===== src/rtl/note_spawn_scheduler.sv =====
// Beat-driven note block scheduler: fetches each beat's lane mask from the chart ROM,
// allocates block slots from a fixed pool and moves active blocks down at level speed.
module note_spawn_scheduler #(
    parameter int NUM_SLOTS = 8,
    parameter int SONG_LEN  = 96,
    parameter int H_TOP     = 120,
    parameter int H_BOTTOM  = 720
) (
    input  logic                    clk,
    input  logic                    rst_n,
    input  logic                    restart,
    input  logic                    pause,
    input  logic [1:0]              level,
    input  logic                    beat_pulse,
    input  logic                    step_pulse,
    output logic                    chart_rd,
    output logic [6:0]              chart_addr,
    input  logic [3:0]              chart_data,
    output logic [NUM_SLOTS-1:0]    slot_active,
    output logic [2*NUM_SLOTS-1:0]  slot_lane,
    output logic [10*NUM_SLOTS-1:0] slot_h,
    output logic [6:0]              beat_cnt,
    output logic                    song_done,
    output logic                    miss_pulse,
    output logic                    overflow_pulse
);

    // state | meaning
    // IDLE  | waiting for an accepted beat (new or pending)
    // FETCH | chart_rd high, chart_addr holds the beat index
    // WAIT  | chart_data valid, captured into mask
    // ALLOC | one lane per cycle into the lowest free slot
    typedef enum logic [1:0] {IDLE, FETCH, WAIT, ALLOC} state_t;

    state_t                 state;
    logic [3:0]             mask;
    logic                   pend_valid;
    logic [6:0]             pend_addr;

    logic                   beat_ok;
    logic                   step_ok;
    logic [NUM_SLOTS-1:0]   free_vec;
    logic [NUM_SLOTS-1:0]   free_onehot;
    logic                   alloc_en;
    logic [1:0]             lane_idx;
    logic [3:0]             mask_next;
    logic [NUM_SLOTS-1:0]   retire;
    logic [10:0]            step_sum [NUM_SLOTS];
    logic                   beat_drop;
    logic                   lane_drop;

    assign beat_ok     = beat_pulse & ~pause & (beat_cnt < 7'(SONG_LEN));
    assign step_ok     = step_pulse & ~pause;
    assign free_vec    = ~slot_active;
    // Isolates the lowest set bit: lowest-index free slot.
    assign free_onehot = free_vec & (~free_vec + 1'b1);
    assign alloc_en    = (state == ALLOC) && (|free_vec);
    assign beat_drop   = beat_ok && pend_valid && (state != IDLE);
    assign lane_drop   = (state == ALLOC) && !(|free_vec);
    assign mask_next   = mask & ~(4'b0001 << lane_idx);
    assign song_done   = (beat_cnt == 7'(SONG_LEN)) && !(|slot_active);

    always_comb begin
        lane_idx = 2'd0;
        for (int b = 3; b >= 0; b--) begin
            if (mask[b]) lane_idx = b[1:0];
        end
    end

    always_comb begin
        for (int i = 0; i < NUM_SLOTS; i++) begin
            step_sum[i] = {1'b0, slot_h[10*i +: 10]} + {9'd0, level} + 11'd1;
            retire[i]   = step_ok && slot_active[i] && (step_sum[i] >= 11'(H_BOTTOM));
        end
    end

    always_ff @(posedge clk or negedge rst_n) begin
        if (!rst_n) begin
            state          <= IDLE;
            mask           <= '0;
            pend_valid     <= 1'b0;
            pend_addr      <= '0;
            chart_rd       <= 1'b0;
            chart_addr     <= '0;
            beat_cnt       <= '0;
            miss_pulse     <= 1'b0;
            overflow_pulse <= 1'b0;
            slot_active    <= '0;
            slot_lane      <= '0;
            slot_h         <= {NUM_SLOTS{10'(H_TOP)}};
        end else if (restart) begin
            state          <= IDLE;
            mask           <= '0;
            pend_valid     <= 1'b0;
            pend_addr      <= '0;
            chart_rd       <= 1'b0;
            chart_addr     <= '0;
            beat_cnt       <= '0;
            miss_pulse     <= 1'b0;
            overflow_pulse <= 1'b0;
            slot_active    <= '0;
            slot_lane      <= '0;
            slot_h         <= {NUM_SLOTS{10'(H_TOP)}};
        end else begin
            miss_pulse     <= |retire;
            overflow_pulse <= beat_drop | lane_drop;
            if (beat_ok) beat_cnt <= beat_cnt + 7'd1;

            case (state)
                IDLE: begin
                    if (pend_valid) begin
                        state      <= FETCH;
                        chart_rd   <= 1'b1;
                        chart_addr <= pend_addr;
                        pend_valid <= beat_ok;
                        if (beat_ok) pend_addr <= beat_cnt;
                    end else if (beat_ok) begin
                        state      <= FETCH;
                        chart_rd   <= 1'b1;
                        chart_addr <= beat_cnt;
                    end
                end
                FETCH: begin
                    chart_rd <= 1'b0;
                    state    <= WAIT;
                end
                WAIT: begin
                    mask  <= chart_data;
                    state <= (chart_data == 4'd0) ? IDLE : ALLOC;
                end
                ALLOC: begin
                    mask <= mask_next;
                    if (mask_next == 4'd0) state <= IDLE;
                end
                default: state <= IDLE;
            endcase

            if (state != IDLE && beat_ok && !pend_valid) begin
                pend_valid <= 1'b1;
                pend_addr  <= beat_cnt;
            end

            // Allocation only targets inactive slots, so it never races a step update.
            for (int i = 0; i < NUM_SLOTS; i++) begin
                if (alloc_en && free_onehot[i]) begin
                    slot_active[i]        <= 1'b1;
                    slot_lane[2*i +: 2]   <= lane_idx;
                    slot_h[10*i +: 10]    <= 10'(H_TOP);
                end else if (retire[i]) begin
                    slot_active[i]        <= 1'b0;
                    slot_h[10*i +: 10]    <= 10'(H_TOP);
                end else if (step_ok && slot_active[i]) begin
                    slot_h[10*i +: 10]    <= step_sum[i][9:0];
                end
            end
        end
    end

endmodule

===== config.mk =====
export PLATFORM = sky130hd
export DESIGN_NAME = note_spawn_scheduler
export DESIGN_NICKNAME = d
export VERILOG_FILES = /design/src/rtl/note_spawn_scheduler.sv
export SDC_FILE = /design/constraint.sdc
export NUM_CORES = 1
export LEC_CHECK = 0
export ABC_AREA = 1
export BUFFER_PORTS_ARGS = -buffer_cell sky130_fd_sc_hd__buf_2
export CAP_MARGIN = 40
export CORE_MARGIN = 1.5
export CORE_UTILIZATION = 51
export CTS_BUF_LIST = sky130_fd_sc_hd__clkbuf_8
export CTS_CLUSTER_DIAMETER = 100
export DETAILED_ROUTE_END_ITERATION = 16
export GPL_ROUTABILITY_DRIVEN = 0
export HOLD_SLACK_MARGIN = 0.02
export PLACE_DENSITY = 0.73
export SYNTH_ARGS = -nofsm -noshare
export SYNTH_HDL_FRONTEND = slang
export SYNTH_SLANG_ARGS = --single-unit

===== constraint.sdc =====
create_clock -name clk -period 2.5 [get_ports clk]
set_input_delay 0.125 -clock clk [delete_from_list [all_inputs] [get_ports clk]]
set_output_delay 0.125 -clock clk [all_outputs]
set_load 0.05 [all_outputs]

-- Word-level counts from Yosys, hierarchy flattened
Index checks and enable logic that the tools add are counted.
- flip-flop bits (word level): 135
- input port bits: 12
- output and inout bits: 122
- logic and storage cells: 237
- add/sub/neg operators: 18
- magnitude comparators: 9
- equality and inequality tests: 6
- shift-type cells: 1
- muxes and demuxes: 83
- bitwise gates (word level): 10
- reductions and logical operators: 77
- operators by type and width (cell ; number):
    $mux W10 ; 24
    $add A10 B2 Y11 ; 8
    $add A11 B1 Y11 const B ; 8
    $ge A11 B10 Y1 const B ; 8
    $mux W80 ; 1
    $mux W7 ; 10
    $reduce_bool A3 Y1 ; 14
    $mux W2 ; 17
    $reduce_bool A4 Y1 ; 8
    $logic_and A1 B1 Y1 ; 31
    $mux W1 ; 25
    $reduce_or A8 Y1 ; 3
    $reduce_bool A2 Y1 ; 11
    $mux W16 ; 1
    $not A8 Y8 ; 2
    $add A8 B1 Y8 const B ; 1
    $and A8 B8 Y8 ; 1
    $logic_not A4 Y1 ; 2
    $mux W8 ; 1
    $pmux W2 S4 ; 1
    $pmux W4 S2 ; 1
    $add A7 B1 Y7 const B ; 1
    $eq A7 B7 Y1 const B ; 1
    $lt A7 B7 Y1 const B ; 1
    other kinds (16) ; 23

-- Logic depth before layout (Yosys ltp)
Gate-level depths: netlist of the first run.
- word-level depth: 11
- mapped depth: 18

-- Worst setup path before layout of the first run
OpenSTA, ideal clock, no wires.
- path kind: register to output
- start: reg beat_cnt[0]
- end: out song_done
- arrival time: 2.545 ns
- slack: -0.170 ns
- cell stages (with the launch flop): 5
- path through: dfrtp_1 inv_1 ha_1 nand4_1 nor4_1
- longest elaborated chain between the ends: 2
- ends and longest elaborated chain (element ; RTL line ; RTL):
    from (decl) ; 22 ; output logic [6:0] beat_cnt,
    from (signal assigned) ; 107 ; if (beat_ok) beat_cnt <= beat_cnt + 7'd1;
    $eq A7 B7 Y1 ; 61 ; assign song_done = (beat_cnt == 7'(SONG_LEN)) && !(|slot_active);
    $logic_and A1 B1 Y1 ; 61 ;
    to (decl) ; 23 ; output logic song_done,
No other way between the ends.

-- Final worst setup path of the first run
- start: reg slot_h[70]
- end: reg slot_h[74]
- longest elaborated chain between the ends: 7
- ends and longest elaborated chain (element ; RTL line ; RTL):
    from (decl) ; 21 ; output logic [10*NUM_SLOTS-1:0] slot_h,
    from (signal assigned) ; 90 ; slot_h <= {NUM_SLOTS{10'(H_TOP)}};
    from (signal assigned) ; 103 ; slot_h <= {NUM_SLOTS{10'(H_TOP)}};
    from (signal, indexed assignment) ; 148 ; slot_h[10*i +: 10] <= 10'(H_TOP);
    $add A10 B2 Y11 * ; 72 ; step_sum[i] = {1'b0, slot_h[10*i +: 10]} + {9'd0, level} + 11'd1;
    $add A11 B1 Y11 * ; 72 ;
    $ge A11 B10 Y1 ; 73 ; retire[i] = step_ok && slot_active[i] && (step_sum[i] >= 11'(H_BOTTOM));
    $logic_and A1 B1 Y1 ; 73 ;
    $mux W10 ; 149 ; end else if (retire[i]) begin
    $mux W10 ; 145 ; if (alloc_en && free_onehot[i]) begin
    $mux W80 ; 91 ; end else if (restart) begin
Mark *: on every way between the ends. The rest lies on a longest branch, timed or not. The select of a mux whose other input is x is not followed.
A chain may end at the register's enable or synchronous reset.

==> results of run 1 <==
[cells in the mapped netlist (6+ instances only)]
library cell  number
o21ai_0           45
nand3b_1           7
nand2_2           16
nor2_1            70
dfrtp_1          103
a21oi_1           26
inv_2             11
inv_1            189
nor3_1            15
ha_1              18
fa_1               8
nand4_1           29
mux2_2             7
o22ai_1           67
nand2_1          296
dfstp_2           32
nand3_1          100
buf_6              6
[kinds of logic (layout without fill, tap and decap cells)]
family / count (synthesis) / in the layout / synth area share
DFF: 135 / 135 / 0.4069
muxes: 7 / 7 / 0.009384
and+or+nand+nor: 561 / 561 / 0.3009
buffers and inverters: 216 / 402 / 0.1031
xor gates and xnor gates: 8 / 8 / 0.008340
AOI/OAI and AO/OA: 168 / 168 / 0.1256
adders and majority gates: 26 / 26 / 0.04587
[worst max path at each step]
stage,start,to,slack (ns),depth (start not counted)
finish,slot_h[70]$_DFFE_PN0P_,slot_h[74]$_DFFE_PN1P_,0.21,16
detailed placement,level[0],slot_h[58]$_DFFE_PN0P_,-0.06,18
global placement,level[0],slot_h[59]$_DFFE_PN0P_,-0.03,18
CTS,slot_h[50]$_DFFE_PN0P_,slot_h[58]$_DFFE_PN0P_,0.10,17
global route,slot_h[10]$_DFFE_PN0P_,slot_h[15]$_DFFE_PN1P_,0.005,17
floorplan,slot_h[70]$_DFFE_PN0P_,slot_h[78]$_DFFE_PN0P_,0.05,15
[cell type report]
cell class | count | area share
Timing Repair Buffer | 167 | 0.09607
Sequential cell | 135 | 0.3404
Clock inverter | 8 | 0.01159
Tap cell | 216 | 0.02692
Inverter | 203 | 0.07651
Clock buffer | 24 | 0.03290
Multi-Input combinational cell | 770 | 0.4156
[stage by stage]
step	std cells	util	setup slack, ns
floorplan	1121	-	0.04666
global placement	1485	0.5929	-0.02656
detailed placement	1485	0.5929	-0.05599
CTS	1522	0.6239	0.1011
global route	1523	0.6275	0.004888
finish	1523	0.6275	0.2100
[repair_timing]
item,in CTS,in global routing
setup buffers,0,1
hold buffers,5,0
resized for setup,0,16
endpoints found under the setup margin,0,45
endpoints found under the hold margin,50,0
[worst max-delay path, stage by stage (launching register included)]
cell,delay [ns]
dfrtp_1,0.36
inv_1,0.07
ha_1,0.22
fa_2,0.35
buf_4,0.14
o21ai_0,0.18
nand2_1,0.07
inv_1,0.07
nand3_1,0.08
nand2_1,0.06
inv_1,0.03
nand2_1,0.05
nand2_1,0.07
nand2_2,0.12
nand2_4,0.11
o22ai_1,0.18
inv_2,0.05
[power by group]
group          leakage [nW]  internal, W  switching (W)
Combinational          3.18     0.000321       0.000911
Clock                 0.232      0.00117       0.000860
Sequential             1.75      0.00233       0.000124
[metal layers]
| metal | share of wire | vias up |
|---|---|---|
| li1 | - | 4023 |
| met1 | 0.46 | 3744 |
| met2 | 0.47 | 189 |
| met3 | 0.049 | 28 |
| met4 | 0.018 | 0 |
| met5 | 0 | - |
[flip-flops by register name (all words and copies together) (netlist names)]
signal,cells
state,2
pend_addr,7
beat_cnt,7
pend_valid,1
miss_pulse,1
chart_rd,1
slot_lane,16
mask,4
slot_active,8
chart_addr,7
overflow_pulse,1
slot_h,80
==> flow_summary.toml, run 1 <==
[clock_tree]
cts_tree = "done"
clock_path_buffers = 2
numClockSinks = 135
clock_latency_ns = 0.46
cts_root_buffer = "clkbuf_8"
path_clk_slew_ns = 0.09
htreeDepth = 4
cts_buffers = 17

[hold_path]
hp-start = "restart"
holdPathStages = 2
hold_path.class = "primary input to register"
min_to = "slot_active[4]$_DFFE_PN0P_"

[sta]
finalSetupTns_ns = 0
maxSlewViolCount = 0
setup_violations = 0
hold_violations = 0
skew_ns = 0.01353
max_freq_mhz = 436.7
slew_headroom = 0.5631
post-route-min-period_ns = 2.290
timing.hold.ws_ns = 0.09066
tightest_slew_ns = 0.6553
rsz0062_at_grt = "no"
period_share = 0.9160

[detailed_routing]
drt_iter0_drc = 450
routedWlPerCell_um = 13.92
routed_wl_um = 21200
viasPerCell = 5.242
vias = 7984
firstDrtPassIters = 5
drc = 0
detail-route-antenna-nets = 0

[setup_path]
worst-r2r-cell-count = 16
reg2reg_slack_ns = 0.21
critPathKind = "register to register"
arrival_ns = 2.68
critPathMaxFanout = 8
cp-start-kind = "register"
required_ns = 2.89
rr_endpoint = "slot_h[74]$_DFFE_PN1P_"
r2r-start = "slot_h[70]$_DFFE_PN0P_"
cp-end-kind = "register"

[cells_and_area]
seq_area_um2 = 3418
syn_to_final_growth_pct = 19.53
diodes = 0
num-fill-cells = 1460
multiInputGateArea_um2 = 4173
layout-drive-gt1-share = 0.2288
num-nets-final = 1332
finalInstanceArea_um2 = 10040
layout_commonest_cell = "nand2_1"
layout_common_cells = "295 x nand2_1, 190 x inv_1, 132 x buf_2, 103 x dfrtp_1, 100 x nand3_1"

[synthesis]
synth_top_area_share = 0.3068
ys_ff_latch = 135
yosysWarnings = 0
synth.yosys.seq_area_share = 0.4069
synth_edf_count = 0
syn_avg_cell_area_um2 = 7.494
synth_area_leaders = "dfrtp_1 31%, nand2_1 13%, dfstp_2 10%"
synth_nets = 1159
syn_area_um2 = 8401
ys.flop_type = "dfrtp_1"
synthDistinctLibCells = 49
async_flop_share = 1.000
yosysTopAreaCell = "dfrtp_1"
syn_inst = 1121

[power]
power.total_w = 0.005707
vdd_drop_max_mv = 0.4016
leakagePower_nw = 5.165
p_per_area_nw_per_um2 = 568.4

[placement]
port_buffers = 133
placed_cell_area_um2 = 9487
place_hpwl_um = 15670

[floorplanning]
die_height_um = 131.3
io_pins = 134
die_w_um = 131.3
std_cell_rows = 46
initial_utilization = 0.5250
die_area_um2 = 17250
core_area_um2 = 16000

[global_routing]
use_met2 = 0.4080
grtUsageMet3 = 0.05015
grt_pass1_vias = 7276
grt_pass1_wl_um = 35470
grt_max_degree = 63
use_met1 = 0.3473
antenna_found_initial = 0
grt_overflow = 0
grt_use_total = 0.2529
top_usage_layer = "met2"

[run_status]
status = "complete, no violations"

[job]
maxCapViolations = 0
Note: power is estimated with default switching activity, not from simulation.
==> inputs of run 2 (changes only) <==
==> constraint.sdc (replaced) <==
create_clock -name clk -period 2.5 [get_ports clk]
set_input_delay 0.5 -clock clk [delete_from_list [all_inputs] [get_ports clk]]
set_output_delay 0.5 -clock clk [all_outputs]
set_load 0.05 [all_outputs]
==> run 2 against run 1 <==
  * Design area up 2.8%
  * Utilization is 1.7 points higher
  * Flip-flop and latch count is the same
  * Sequential share of layout area down 0.92 points
  * Setup slack worse by 0.13 ns
  * First-iteration DRC count rose by 30%
  * Critical path depth is 12 lower
  * Non-clock buffer count up 34
  * Global-route usage rose by 0.63 points
  * Sequential power barely moved
  * Largest power group unchanged
  * Highest routed layer unchanged
==> flow_summary.toml, run 2 (same netlist as run 1, synthesis figures left out) <==
[cells_and_area]
layout_common_cells = "294 x nand2_1, 191 x inv_1, 131 x buf_2, 103 x dfrtp_1, 99 x nand3_1"
top_register = "slot_h"
num-nets-final = 1366
layout-drive-gt1-share = 0.2543
top_regs = "slot_h: 80 flops, slot_lane: 16 flops, slot_active: 8 flops"
syn_to_final_growth_pct = 22.85
diodes = 0
fin_cells = 1557
largest_reg_flops = 80
layout_commonest_cell = "nand2_1"

[setup_path]
critPathMaxFanout = 6
cp-start-kind = "register"
critPathKind = "register to output port"
crit_buf_inv = 2
arrival_ns = 1.91
path_cells = "inv_1, nand4_1, nor4_4, buf_6"
required_ns = 2.00
cpPeakStageDelay_ns = 0.42
slowest_stage = "dfrtp_1"
crit_family = "simple AND/OR/NAND/NOR gates"
cp-end-kind = "output port"

[sta]
max_freq_mhz = 414.1
period_share = 0.9660
slew_headroom = 0.5531
setup_violations = 0
skew_ns = 0.01547
hold_violations = 0
maxSlewViolCount = 0
timing.hold.ws_ns = 0.3334
rsz0062_at_grt = "no"
post-route-min-period_ns = 2.415
tightest_slew_ns = 0.6702

[power]
vdd_drop_max_mv = 0.3630
p_per_area_nw_per_um2 = 544.7
leakagePower_nw = 5.334

[placement]
place_hpwl_um = 16020
port_buffers = 133
dp.cells = 1520

[global_routing]
grt_pass1_wl_um = 36780
grt_use_total = 0.2591
antenna_found_initial = 0
grt_overflow = 0
grt_max_degree = 56
grt_pass1_vias = 7612

[job]
maxCapViolations = 0

[floorplanning]
std_cell_rows = 46
io_pins = 134
die_area_um2 = 17250
die_height_um = 131.3
initial_utilization = 0.5250
die_w_um = 131.3
core_area_um2 = 16000

[run_status]
status = "complete, no violations"

[clock_tree]
cts_root_buffer = "clkbuf_8"
htreeDepth = 4
numClockSinks = 135
cts_buffers = 17
cts_tree = "done"
path_clk_slew_ns = 0.07
clock_latency_ns = 0.46
clock_path_buffers = 2

[detailed_routing]
firstDrtPassIters = 5
vias = 8190
detail-route-antenna-nets = 0
routed_wl_um = 21490
drt_iter0_drc = 587
viasPerCell = 5.260
drc = 0
routedWlPerCell_um = 13.80

[hold_path]
hold_path.class = "primary input to register"
[run 2: final timing paths]
kind / from / endpoint / slack (ns) / cells past startpoint
worst max-delay path: slot_active[7]$_DFFE_PN0P_ / song_done / 0.09 / 4
worst min-delay path: chart_data[2] / mask[2]$_DFFE_PN0P_ / 0.33 / 3
min in group asynchronous: rst_n / slot_h[27]$_DFFE_PN0P_ / 0.57 / 2
worst max register to register: slot_h[50]$_DFFE_PN0P_ / slot_h[58]$_DFFE_PN0P_ / 0.19 / 17
max in group asynchronous: rst_n / slot_h[33]$_DFFE_PN1P_ / 1.19 / 3
worst min register to register: slot_lane[15]$_DFFE_PN0P_ / slot_lane[15]$_DFFE_PN0P_ / 0.48 / 2
[run 2: repair_timing]
| action | in CTS | in global routing |
|---|---|---|
| pin swaps | 1 | 0 |
| endpoints found under the setup margin | 6 | 55 |
| endpoints found under the hold margin | 13 | 0 |
| hold buffers | 1 | 0 |
| setup buffers | 0 | 4 |
| resized for setup | 4 | 19 |
[run 2: final cells by class]
type	count	area, um2
fill	1491	5680
multi-input combinational	770	4209
sequential	135	3418
timing repair buffer	201	1241
inverter	203	772.0
clock buffer	20	275.3
tap	216	270.3
clock inverter	12	133.9
[run 2: tightest hold or removal path, delay by kind of cell]
kind	cells	cell delay, ns
AOI/OAI and AO/OA	1	0.08
buffers and inverters	1	0.11
and+or+nand+nor	1	0.06
[run 2: metal layers]
| metal | wire length, um | track usage | part of all wire | vias to the layer above |
|---|---|---|---|---|
| met5 | 0 | 0 | 0 | - |
| met4 | 422 | 0.08765 | 0.020 | 0 |
| met3 | 1062 | 0.04591 | 0.049 | 31 |
| met2 | 10180 | 0.4180 | 0.47 | 201 |
| met1 | 9823 | 0.3542 | 0.46 | 3859 |
| li1 | - | - | - | 4099 |
[run 2: through the flow]
stage	util	instance area [um2]	TNS, ns	power [W]	setup WS (ns)
after detailed placement	0.6101	9762	-30.88	0.003732	-0.4957
after floorplan	-	8407	0	0.003332	0.01037
after CTS	0.6375	10200	0	0.005629	0.06663
after global routing	0.6450	10320	0	0.005905	0.0008977
after global placement	0.6096	9754	-24.27	0.003707	-0.4493
final	0.6450	10320	0	0.005622	0.08503
[run 2: power by group]
part / internal [W] / switching (W) / total (W) / leakage, nW
Sequential: 0.00233 / 0.000122 / 0.00245 / 1.75
Combinational: 0.000344 / 0.000925 / 0.00127 / 3.36
Clock: 0.00105 / 0.000860 / 0.00191 / 0.222
Total: 0.00371 / 0.00191 / 0.00562 / 5.33
==> inputs of run 3 (changes only) <==
PLACE_DENSITY = 0.77   (was 0.73)
==> run 3 against run 2 <==
  * Clock-buffer cell count up 2
  * Die area unchanged
  * Flip-flop and latch count unchanged
  * Design area down 0.76%
  * Fmax up 2.1%
  * Largest cell class unchanged
  * Largest power group unchanged
  * Highest routed layer unchanged
==> flow_summary.toml, run 3 (same netlist as run 1, synthesis figures left out) <==
[cells_and_area]
syn_to_final_growth_pct = 21.91
fin_cells = 1553
num-nets-final = 1361
top_regs = "slot_h: 80 flops, slot_lane: 16 flops, slot_active: 8 flops"
largest_reg_flops = 80
layout-drive-gt1-share = 0.2582
top_register = "slot_h"
finalInstanceArea_um2 = 10240
layout_commonest_cell = "nand2_1"
final_core_util = 0.6401
layout_common_cells = "291 x nand2_1, 189 x inv_1, 131 x buf_2, 103 x dfrtp_1, 99 x nand3_1"

[placement]
dp.cells = 1513
dp_slack_ns = -0.4881
port_buffers = 133
placed_cell_area_um2 = 9709
place_hpwl_um = 16240

[clock_tree]
cts_buffers = 17
htreeDepth = 4
clock_path_buffers = 2
cts_root_buffer = "clkbuf_8"
cts_tree = "done"
path_clk_slew_ns = 0.08
clock_latency_ns = 0.45
numClockSinks = 135

[sta]
tightest_slew_ns = 0.8114
maxSlewViolCount = 0
period_share = 0.9462
rsz0062_at_grt = "yes"
post-route-min-period_ns = 2.366
setup_ws_ns = 0.1345
max_freq_mhz = 422.7
hold_violations = 0
skew_ns = 0.01137
slew_headroom = 0.4567
setup_violations = 0

[floorplanning]
die_w_um = 131.3
die_area_um2 = 17250
std_cell_rows = 46
core_area_um2 = 16000
die_height_um = 131.3
initial_utilization = 0.5250
io_pins = 134

[detailed_routing]
drc = 0
detail-route-antenna-nets = 0
firstDrtPassIters = 5
routed_wl_um = 22180
routedWlPerCell_um = 14.28
drt_iter0_drc = 419
vias = 8227
viasPerCell = 5.297

[hold_path]
hold_path.class = "primary input to async pin"

[setup_path]
worstSetupEndpoint = "miss_pulse$_DFF_PN0_"
worst-r2r-cell-count = 16
reg2reg_slack_ns = 0.19
critPathMaxFanout = 7
rr_endpoint = "slot_h[38]$_DFFE_PN0P_"
r2r-start = "slot_h[30]$_DFFE_PN0P_"
required_ns = 2.88
cp-start-kind = "primary input"
arrival_ns = 2.74
cp-end-kind = "register"
crit_start = "level[0]"
critPathKind = "primary input to register"

[global_routing]
grt_pass1_vias = 7546
grt_overflow = 0
grt_use_total = 0.2575
use_met1 = 0.3387
antenna_found_initial = 1
grtUsageMet3 = 0.05208
grt_pass1_wl_um = 36260
top_usage_layer = "met2"
use_met2 = 0.4292
grt_max_degree = 61

[power]
power.total_w = 0.005467
p_per_area_nw_per_um2 = 533.9
leakagePower_nw = 5.295
vdd_drop_max_mv = 0.3501

[job]
maxCapViolations = 0

[run_status]
status = "complete, no violations"
run 3: worst min path at each step:
stage                                          from                         to  slack [ns]
after global placement    slot_lane[13]$_DFFE_PN0P_  slot_lane[13]$_DFFE_PN0P_        0.46
after floorplan                               rst_n    beat_cnt[0]$_DFFE_PN0N_        0.20
final                                         rst_n     slot_h[27]$_DFFE_PN0P_        0.04
after CTS                                     rst_n     slot_h[27]$_DFFE_PN0P_        0.04
after global routing                          rst_n     slot_h[27]$_DFFE_PN0P_        0.07
after detailed placement  slot_lane[13]$_DFFE_PN0P_  slot_lane[13]$_DFFE_PN0P_        0.47
run 3: what timing repair did:
item | in CTS | in global routing
setup buffers | 0 | 7
endpoints found under the setup margin | 4 | 56
endpoints found under the hold margin | 0 | 0
pin swaps | 0 | 2
gates resized for setup | 1 | 31
hold buffers | 0 | 0
run 3: report_power, final:
group	internal, W	switching, W
sequential	0.00232	0.000119
clock	0.000905	0.000859
combinational	0.000336	0.000923
run 3: cell type report:
cell class                 count  area, um2
inverter                     203      772.0
multi-input combinational    770       4208
fill                        1406       5759
tap                          216      270.3
clock inverter                10      78.83
timing repair buffer         196       1189
clock buffer                  22      302.8
sequential                   135       3418
antenna                        1      2.502
run 3: layer usage:
metal,wire length [um],part of all wire
met5,0,0
met4,359,0.016
met3,1119,0.050
met2,10880,0.49
met1,9820,0.44
run 3: worst max-delay path, stage by stage:
cell and delay, ns:
buf_2 0.10, clkinvlp_4 0.21, buf_6 0.20, ha_1 0.19
inv_1 0.10, fa_2 0.24, inv_1 0.07, nor2_2 0.13
nand3_1 0.09, nand2_1 0.08, nand2_2 0.08, nor2_2 0.12
nand3b_1 0.09, nand2_1 0.08, nand2_2 0.07, buf_4 0.15
nand2_1 0.06, nor2_1 0.05, a21oi_1 0.12
run 3: per-stage QoR:
stage / hold slack (ns) / TNS (ns)
after floorplan: 0.2044 / 0
after global placement: 0.4630 / -24.92
after detailed placement: 0.4687 / -30.20
after CTS: 0.04265 / 0
after global routing: 0.06576 / -0.1317
final: 0.03589 / 0
